<file path="src/rtl/pwm_capture.sv">
`default_nettype none
// +----------------------------------------------------------------------------+
// | Module  : pwm_capture                                                      |
// | Measures an external PWM waveform: period, high time and duty (0.1 %).     |
// | Rev     : 1.0  initial release                                             |
// +----------------------------------------------------------------------------+
module pwm_capture #(
    parameter int SYS_FREQ    = 125,
    parameter int CNT_W       = 27,
    parameter int TIMEOUT_CYC = SYS_FREQ * 1000000
) (
    input  logic             clk,
    input  logic             reset_n,
    input  logic             pwm_in,
    output logic [CNT_W-1:0] period,
    output logic [CNT_W-1:0] high_time,
    output logic [9:0]       duty,
    output logic             valid,
    output logic             stuck,
    output logic             overrun
);
    localparam int               DW      = CNT_W + 10;
    localparam logic [CNT_W-1:0] TIMEOUT = CNT_W'(TIMEOUT_CYC);
    localparam logic [CNT_W-1:0] ONE     = CNT_W'(1);
    localparam logic [DW-1:0]    K1000   = DW'(1000);

    typedef enum logic [1:0] {
        ST_IDLE    = 2'd0,
        ST_MEASURE = 2'd1,
        ST_STUCK   = 2'd2
    } state_t;

    typedef enum logic [1:0] {
        DV_IDLE = 2'd0,
        DV_LOAD = 2'd1,
        DV_ITER = 2'd2
    } div_t;

    logic [2:0]       sync_q;
    state_t           state_q, state_d;
    logic [CNT_W-1:0] p_cnt_q, p_cnt_d;
    logic [CNT_W-1:0] h_cnt_q, h_cnt_d;
    div_t             dv_q, dv_d;
    logic [CNT_W-1:0] op_p_q, op_p_d;
    logic [CNT_W-1:0] op_h_q, op_h_d;
    logic [DW-1:0]    rem_q, rem_d;
    logic [DW-1:0]    dsh_q, dsh_d;
    logic [8:0]       quo_q, quo_d;
    logic [3:0]       it_q, it_d;
    logic [CNT_W-1:0] period_q, period_d;
    logic [CNT_W-1:0] high_q, high_d;
    logic [9:0]       duty_q, duty_d;
    logic             valid_q, valid_d;
    logic             stuck_q, stuck_d;
    logic             overrun_q, overrun_d;

    logic in_s;
    logic rise;
    logic snap;
    logic div_busy;
    logic ge;

    assign in_s     = sync_q[1];
    assign rise     = sync_q[1] & ~sync_q[2];
    assign div_busy = (dv_q != DV_IDLE);
    assign ge       = (rem_q >= dsh_q);

    always_comb begin
        state_d   = state_q;
        p_cnt_d   = p_cnt_q;
        h_cnt_d   = h_cnt_q;
        dv_d      = dv_q;
        op_p_d    = op_p_q;
        op_h_d    = op_h_q;
        rem_d     = rem_q;
        dsh_d     = dsh_q;
        quo_d     = quo_q;
        it_d      = it_q;
        period_d  = period_q;
        high_d    = high_q;
        duty_d    = duty_q;
        valid_d   = 1'b0;
        stuck_d   = stuck_q;
        overrun_d = 1'b0;
        snap      = 1'b0;

        case (state_q)
            ST_IDLE: begin
                p_cnt_d = '0;
                h_cnt_d = '0;
                if (rise) begin
                    p_cnt_d = ONE;
                    h_cnt_d = ONE;
                    state_d = ST_MEASURE;
                end
            end
            ST_MEASURE: begin
                if (rise) begin
                    // Restart on the rise cycle itself so consecutive periods lose nothing
                    p_cnt_d = ONE;
                    h_cnt_d = ONE;
                    if (div_busy) overrun_d = 1'b1;
                    else          snap      = 1'b1;
                end else if (p_cnt_q >= TIMEOUT) begin
                    state_d  = ST_STUCK;
                    p_cnt_d  = '0;
                    h_cnt_d  = '0;
                    period_d = '0;
                    high_d   = '0;
                    duty_d   = in_s ? 10'd1000 : 10'd0;
                    stuck_d  = 1'b1;
                    valid_d  = 1'b1;
                end else begin
                    p_cnt_d = p_cnt_q + ONE;
                    if (in_s) h_cnt_d = h_cnt_q + ONE;
                end
            end
            ST_STUCK: begin
                p_cnt_d = '0;
                h_cnt_d = '0;
                if (rise) begin
                    stuck_d = 1'b0;
                    p_cnt_d = ONE;
                    h_cnt_d = ONE;
                    state_d = ST_MEASURE;
                end
            end
            default: state_d = ST_IDLE;
        endcase

        case (dv_q)
            DV_IDLE: begin
                if (snap) begin
                    op_p_d = p_cnt_q;
                    op_h_d = h_cnt_q;
                    dv_d   = DV_LOAD;
                end
            end
            DV_LOAD: begin
                // Quotient is at most 1000, so aligning the divisor at bit 9 suffices
                rem_d = DW'(op_h_q) * K1000;
                dsh_d = DW'(op_p_q) << 9;
                quo_d = '0;
                it_d  = 4'd0;
                dv_d  = DV_ITER;
            end
            DV_ITER: begin
                if (ge) rem_d = rem_q - dsh_q;
                dsh_d = dsh_q >> 1;
                quo_d = {quo_q[7:0], ge};
                it_d  = it_q + 4'd1;
                if (it_q == 4'd9) begin
                    dv_d     = DV_IDLE;
                    period_d = op_p_q;
                    high_d   = op_h_q;
                    duty_d   = {quo_q, ge};
                    valid_d  = 1'b1;
                end
            end
            default: dv_d = DV_IDLE;
        endcase
    end

    always_ff @(posedge clk) begin
        if (!reset_n) begin
            sync_q    <= '0;
            state_q   <= ST_IDLE;
            p_cnt_q   <= '0;
            h_cnt_q   <= '0;
            dv_q      <= DV_IDLE;
            op_p_q    <= '0;
            op_h_q    <= '0;
            rem_q     <= '0;
            dsh_q     <= '0;
            quo_q     <= '0;
            it_q      <= '0;
            period_q  <= '0;
            high_q    <= '0;
            duty_q    <= '0;
            valid_q   <= 1'b0;
            stuck_q   <= 1'b0;
            overrun_q <= 1'b0;
        end else begin
            sync_q    <= {sync_q[1:0], pwm_in};
            state_q   <= state_d;
            p_cnt_q   <= p_cnt_d;
            h_cnt_q   <= h_cnt_d;
            dv_q      <= dv_d;
            op_p_q    <= op_p_d;
            op_h_q    <= op_h_d;
            rem_q     <= rem_d;
            dsh_q     <= dsh_d;
            quo_q     <= quo_d;
            it_q      <= it_d;
            period_q  <= period_d;
            high_q    <= high_d;
            duty_q    <= duty_d;
            valid_q   <= valid_d;
            stuck_q   <= stuck_d;
            overrun_q <= overrun_d;
        end
    end

    assign period    = period_q;
    assign high_time = high_q;
    assign duty      = duty_q;
    assign valid     = valid_q;
    assign stuck     = stuck_q;
    assign overrun   = overrun_q;

endmodule
`default_nettype wire

</file>
<file path="config.mk">
export PLATFORM = sky130hd
export DESIGN_NAME = pwm_capture
export DESIGN_NICKNAME = d
export VERILOG_FILES = /design/src/rtl/pwm_capture.sv
export SDC_FILE = /design/constraint.sdc
export NUM_CORES = 1
export LEC_CHECK = 0
export CAP_MARGIN = 20
export CORE_MARGIN = 2
export CORE_UTILIZATION = 50
export CTS_BUF_LIST = sky130_fd_sc_hd__clkbuf_2
export DETAILED_ROUTE_END_ITERATION = 6
export MAX_ROUTING_LAYER = met4
export PLACE_DENSITY = 0.73
export SYNTH_ARGS = -nofsm -noshare
export SYNTH_HDL_FRONTEND = slang
export SYNTH_SLANG_ARGS = --single-unit
</file>
<file path="constraint.sdc">
create_clock -name clk -period 5.7 [get_ports clk]
set_clock_uncertainty 0.05 [all_clocks]
set_input_delay 0.855 -clock clk [delete_from_list [all_inputs] [get_ports clk]]
set_output_delay 0.855 -clock clk [all_outputs]
set_load 0.01 [all_outputs]
</file>
# After elaboration in Yosys (flattened, before gate mapping)
# Index checks and enable logic that the tools add are counted.
# word_totals
regBits	269
word_cells	102
# classes
addsub	4
n_eq_ne	13
n_lt_le_gt_ge	2
reduce_logical	14
n_mul	1
muxes	49
bitwise_logic	2
# ops
operator	n
two-way mux 27 bit	15
one-hot mux 37 bit (2 select lines)	2
one-hot mux 27 bit (2 select lines)	2
two-way mux 10 bit	6
adder 27 x 1 -> 27 bit, second input constant	2
greater-or-equal comparator 37 bit	1
two-way mux 37 bit	1
subtractor 37 bit	1
multiplier 27 x 7 -> 34 bit, second input constant	1
greater-or-equal comparator 27 bit, second input constant	1
one-hot mux 9 bit (2 select lines)	1
two-way mux 1 bit	13
inequality test 2 bit, second input constant	6
two-way mux 2 bit	5
one-hot mux 4 bit (2 select lines)	1
AND reduction 2 bit	4
nonzero test 2 bit	4
one-hot mux 2 bit (3 select lines)	1
AND reduction 3 bit	2
adder 4 x 1 -> 4 bit, second input constant	1
equality test 2 x 1 -> 1 bit, second input constant	2
equality test 2 bit, second input constant	2
equality test 4 bit, second input constant	1
logical NOT 2 bit	2
other kinds (8)	8

# Logic depth before layout (Yosys ltp)
# logic_depth
depth_word	6
ltp_mapped	19
ltp_nobuf	18

# Worst setup path before layout
# No wires, ideal clock.
# synth_timing
path_kind	reg-to-reg
start	reg op_h_q[10]
end	reg rem_q[34]
n_path_buf	1
setup_slack_ns	0.851
required_time_ns	5.531
t_arrival_ns	4.680
stages_incl_launch_ff	18
synth_period_minus_slack_ns	4.849
setup_time_ns	0.119
cell_sequence	dfxtp_1 > inv_1 > fa_1 > fa_1 > fa_1 > fa_1 > inv_1 > ha_1 > clkbuf_1 > a21oi_1 > o211ai_1 > a21oi_1 > nand2_1 > a2111oi_0 > o311ai_0 > xor2_1 > a21oi_1 > a21oi_1
# synth_between
elab_chain_len	2
# synth_lines
item	line_no	rtl
start: declaration	45	logic [CNT_W-1:0] op_h_q, op_h_d;
start signal: assignment	190	op_h_q <= op_h_d;
multiplier 27 x 7 -> 34 bit	141	rem_d = DW'(op_h_q) * K1000;
one-hot mux 37 bit (2 select lines)	131	case (dv_q)
end signal: assignment	191	rem_q <= rem_d;
end: declaration	46	logic [DW-1:0] rem_q, rem_d;
# No other way between the ends.
# A chain may end at the register's enable or synchronous reset.

# Final worst setup path
# layout_timing
start	reg op_h_q[3]
end	reg rem_q[21]
# Same word-level chain as after synthesis.

==> flow_summary.ini <==
[outcome]
status = finished clean

[floorplan]
rows = 68
die_h_um = 191.6
core-area_um2 = 34630
io_pins = 70
initial_core_util_pct = 50.81
dieWidth_um = 191.6
dieArea_um2 = 36700

[worst_setup_path]
ff2ff_path_depth = 15
cp_max_fo = 6
start_kind = register
crit_type = reg -> reg
crit_required_ps = 6440
cp.arrival_ps = 6010
cp-end-kind = register

[synth]
netlist.area_leader.share_pct = 30.49
yosysWarnings = 0
syn-cell-area_um2 = 17590
yosys-mux-area-fraction_pct = 2.005
syn_inst = 2177
synth_async_sr_flop_share_pct = 0
avgSynthCellArea_um2 = 8.082
syn-num-nets = 2398
netlist_top_cells_area = dfxtp_1 (30%), fa_1 (11%), ha_1 (8.5%)
yosys_register_bits = 268
synth.distinct_cells = 65
synth_fa_ha_area_share_pct = 19.73
yosys.area_share.simple_pct = 18.42
synth_area_leader_cell = dfxtp_1
synth_ff_type = dfxtp_1
synth_common_cells = nand2_1 (279), a21oi_1 (276), dfxtp_1 (268)
yosysMostFrequentCell = nand2_1
synth_edf_count = 0
synth_seq_area_share_pct = 30.49
synth_top_family_by_area = adder cells
synth_compound_area_share_pct = 18.93
synth-xor-area-share_pct = 3.584

[sta]
fin_crit_ps = 5268
fin_ws_ps = 432.3
setup_violations = 0
min_period_over_period_pct = 92.42
hold_violations = 0
slew_violations = 0
setup_tns_ps = 0
slew_headroom_pct = 28.47
fin_hold_ws_ps = 365.2
worst_pin_slew_ps = 1073
rsz0062_at_grt = no
fmax_mhz = 189.8

[cts]
cts_hold_buffers = 0
clock_sinks = 268
htree_levels = 3
cts_made_buffers = 73
clk_latency_ps = 1020
root_buffer = clkbuf_2
tritoncts = built
postCtsSetupBuffers = 0
cts_resized = 0
cts.reportedPaths.clkPinSlew_ps = 120
clockBufferDepth = 3

[detailed_routing]
viasPerCell = 5.753
drt-initial-drc-count = 1121
routedWlPerCell_um = 17.11
ant_nets = 0
drc = 0
dr.pass1.iters = 7
num_vias = 15630
routed_wl_um = 46480

[power_and_ir_drop]
irDropWorstVdd_mv = 0.1783
leakage_nw = 7.261
finalPower_mw = 3.586
pwr_density_cell_nw_per_um2 = 187.0

[place]
dp_hpwl_um = 33690
place_inst = 2596
port_buffers = 69
placed_cell_area_um2 = 18540
gp_congestion = 0.9921
dp_slack_ps = 337.6

[global_route]
grt_use_total_pct = 26.61
gr-total-overflow = 0
grt_max_degree = 108
grt_pass1_vias = 15140
grt_pass1_wl_um = 75900
antenna_found_initial = 2

[hold_path]
min-delay-path-class = in -> reg
worst_hold_path.num_cells = 2

[layout]
finish.net_count = 2437
area_growth_pct = 8.989
fin_cells = 2717
finish.utilization_pct = 55.38
final_cell_area_um2 = 19180
drive_gt1_share_pct = 6.811

[flow_run]
drv_cap = 0
-- layout by cell type (no fill, tap or decap), types with 6 or more instances in the layout --
cell	synthesis	layout
a211oi_1	45	45
a21o_1	26	26
a21oi_1	276	276
a311oi_1	8	8
a31oi_1	14	14
a41oi_1	7	7
and2_1	9	9
and3_1	20	19
buf_4	0	16
clkbuf_2	2	102
clkdlybuf4s50_1	0	69
clkinv_1	0	10
dfxtp_1	268	268
fa_1	99	99
ha_1	119	117
inv_1	194	193
mux2i_1	33	33
nand2_1	279	278
nand2b_1	23	23
nand3_1	113	111
nand3b_1	6	6
nand4_1	18	18
nor2_1	155	154
nor2b_1	11	11
nor3_1	26	25
nor3b_1	9	9
nor4_1	8	8
o211ai_1	18	18
o21a_1	8	8
o21ai_0	94	94
o21bai_1	6	6
o22ai_1	8	8
o31ai_1	8	8
or2_2	9	9
or3_1	12	12
xnor2_1	35	35
xor2_1	37	37
-- state kept, by name, summed over array words and instances, names as in the netlist, 2 cells and up --
name       flops
quo_q          9
state_q        2
p_cnt_q       27
it_q           4
dv_q           2
op_p_q        27
op_h_q        27
rem_q         37
dsh_q         36
high_time     27
sync_q         3
period        27
h_cnt_q       27
duty          10
-- worst paths after layout --
path                                                to               startpoint  slack, ps
worst min register to register   period[11]$_SDFF_PN0_  op_p_q[11]$_SDFFE_PN0P_        370
worst max-delay path            rem_q[21]$_SDFFE_PN0P_   op_h_q[3]$_SDFFE_PN0P_        430
worst min-delay path              sync_q[0]$_SDFF_PN0_                   pwm_in        370
worst max register to register  rem_q[21]$_SDFFE_PN0P_   op_h_q[3]$_SDFFE_PN0P_        430
-- routing by layer --
metal	share of wire, %	wire (µm)	GRT usage (%)	up-vias
li1	-	-	-	7578
met5	0	0	-	-
met3	7.3	3374	5.354	90
met4	3.0	1373	10.44	0
met2	45	20980	40.64	508
met1	45	20760	34.71	7454
-- worst max-delay path, stage by stage, from the launching register on --
cell      delay [ps]
dfxtp_1          460
inv_1            170
fa_1             590
fa_1             460
fa_1             500
fa_1             530
inv_1             40
ha_1             350
a21oi_1          230
o21ai_0          160
a221oi_1         450
a21oi_1          210
a31oi_1          300
xnor2_1          150
o21ai_0          350
a21oi_1          110
-- cells by family (layout without fill, tap and decap cells) --
family / after synthesis / after routing
buffers and inverters: 315 / 399
DFF: 268 / 268
and+or+nand+nor: 710 / 710
adders and majority gates: 218 / 218
muxes: 35 / 35
xor gates and xnor gates: 72 / 72
AOI/OAI and AO/OA: 559 / 559
other: 0 / 1
-- final cells by class --
cell class	instances	area (µm²)
Fill cell	3198	15450
Multi-Input combinational cell	1594	11060
Sequential cell	268	5365
Timing Repair Buffer	85	810.8
Inverter	194	733.2
Tap cell	455	569.3
Clock buffer	102	510.5
Clock inverter	18	121.4
Antenna cell	1	2.502
-- power breakdown --
group / switching, mW / internal (mW)
registers: 0.00839 / 1.88
logic: 0.199 / 0.119
clock network: 0.851 / 0.530
Note: power is estimated with default switching activity, not from simulation.
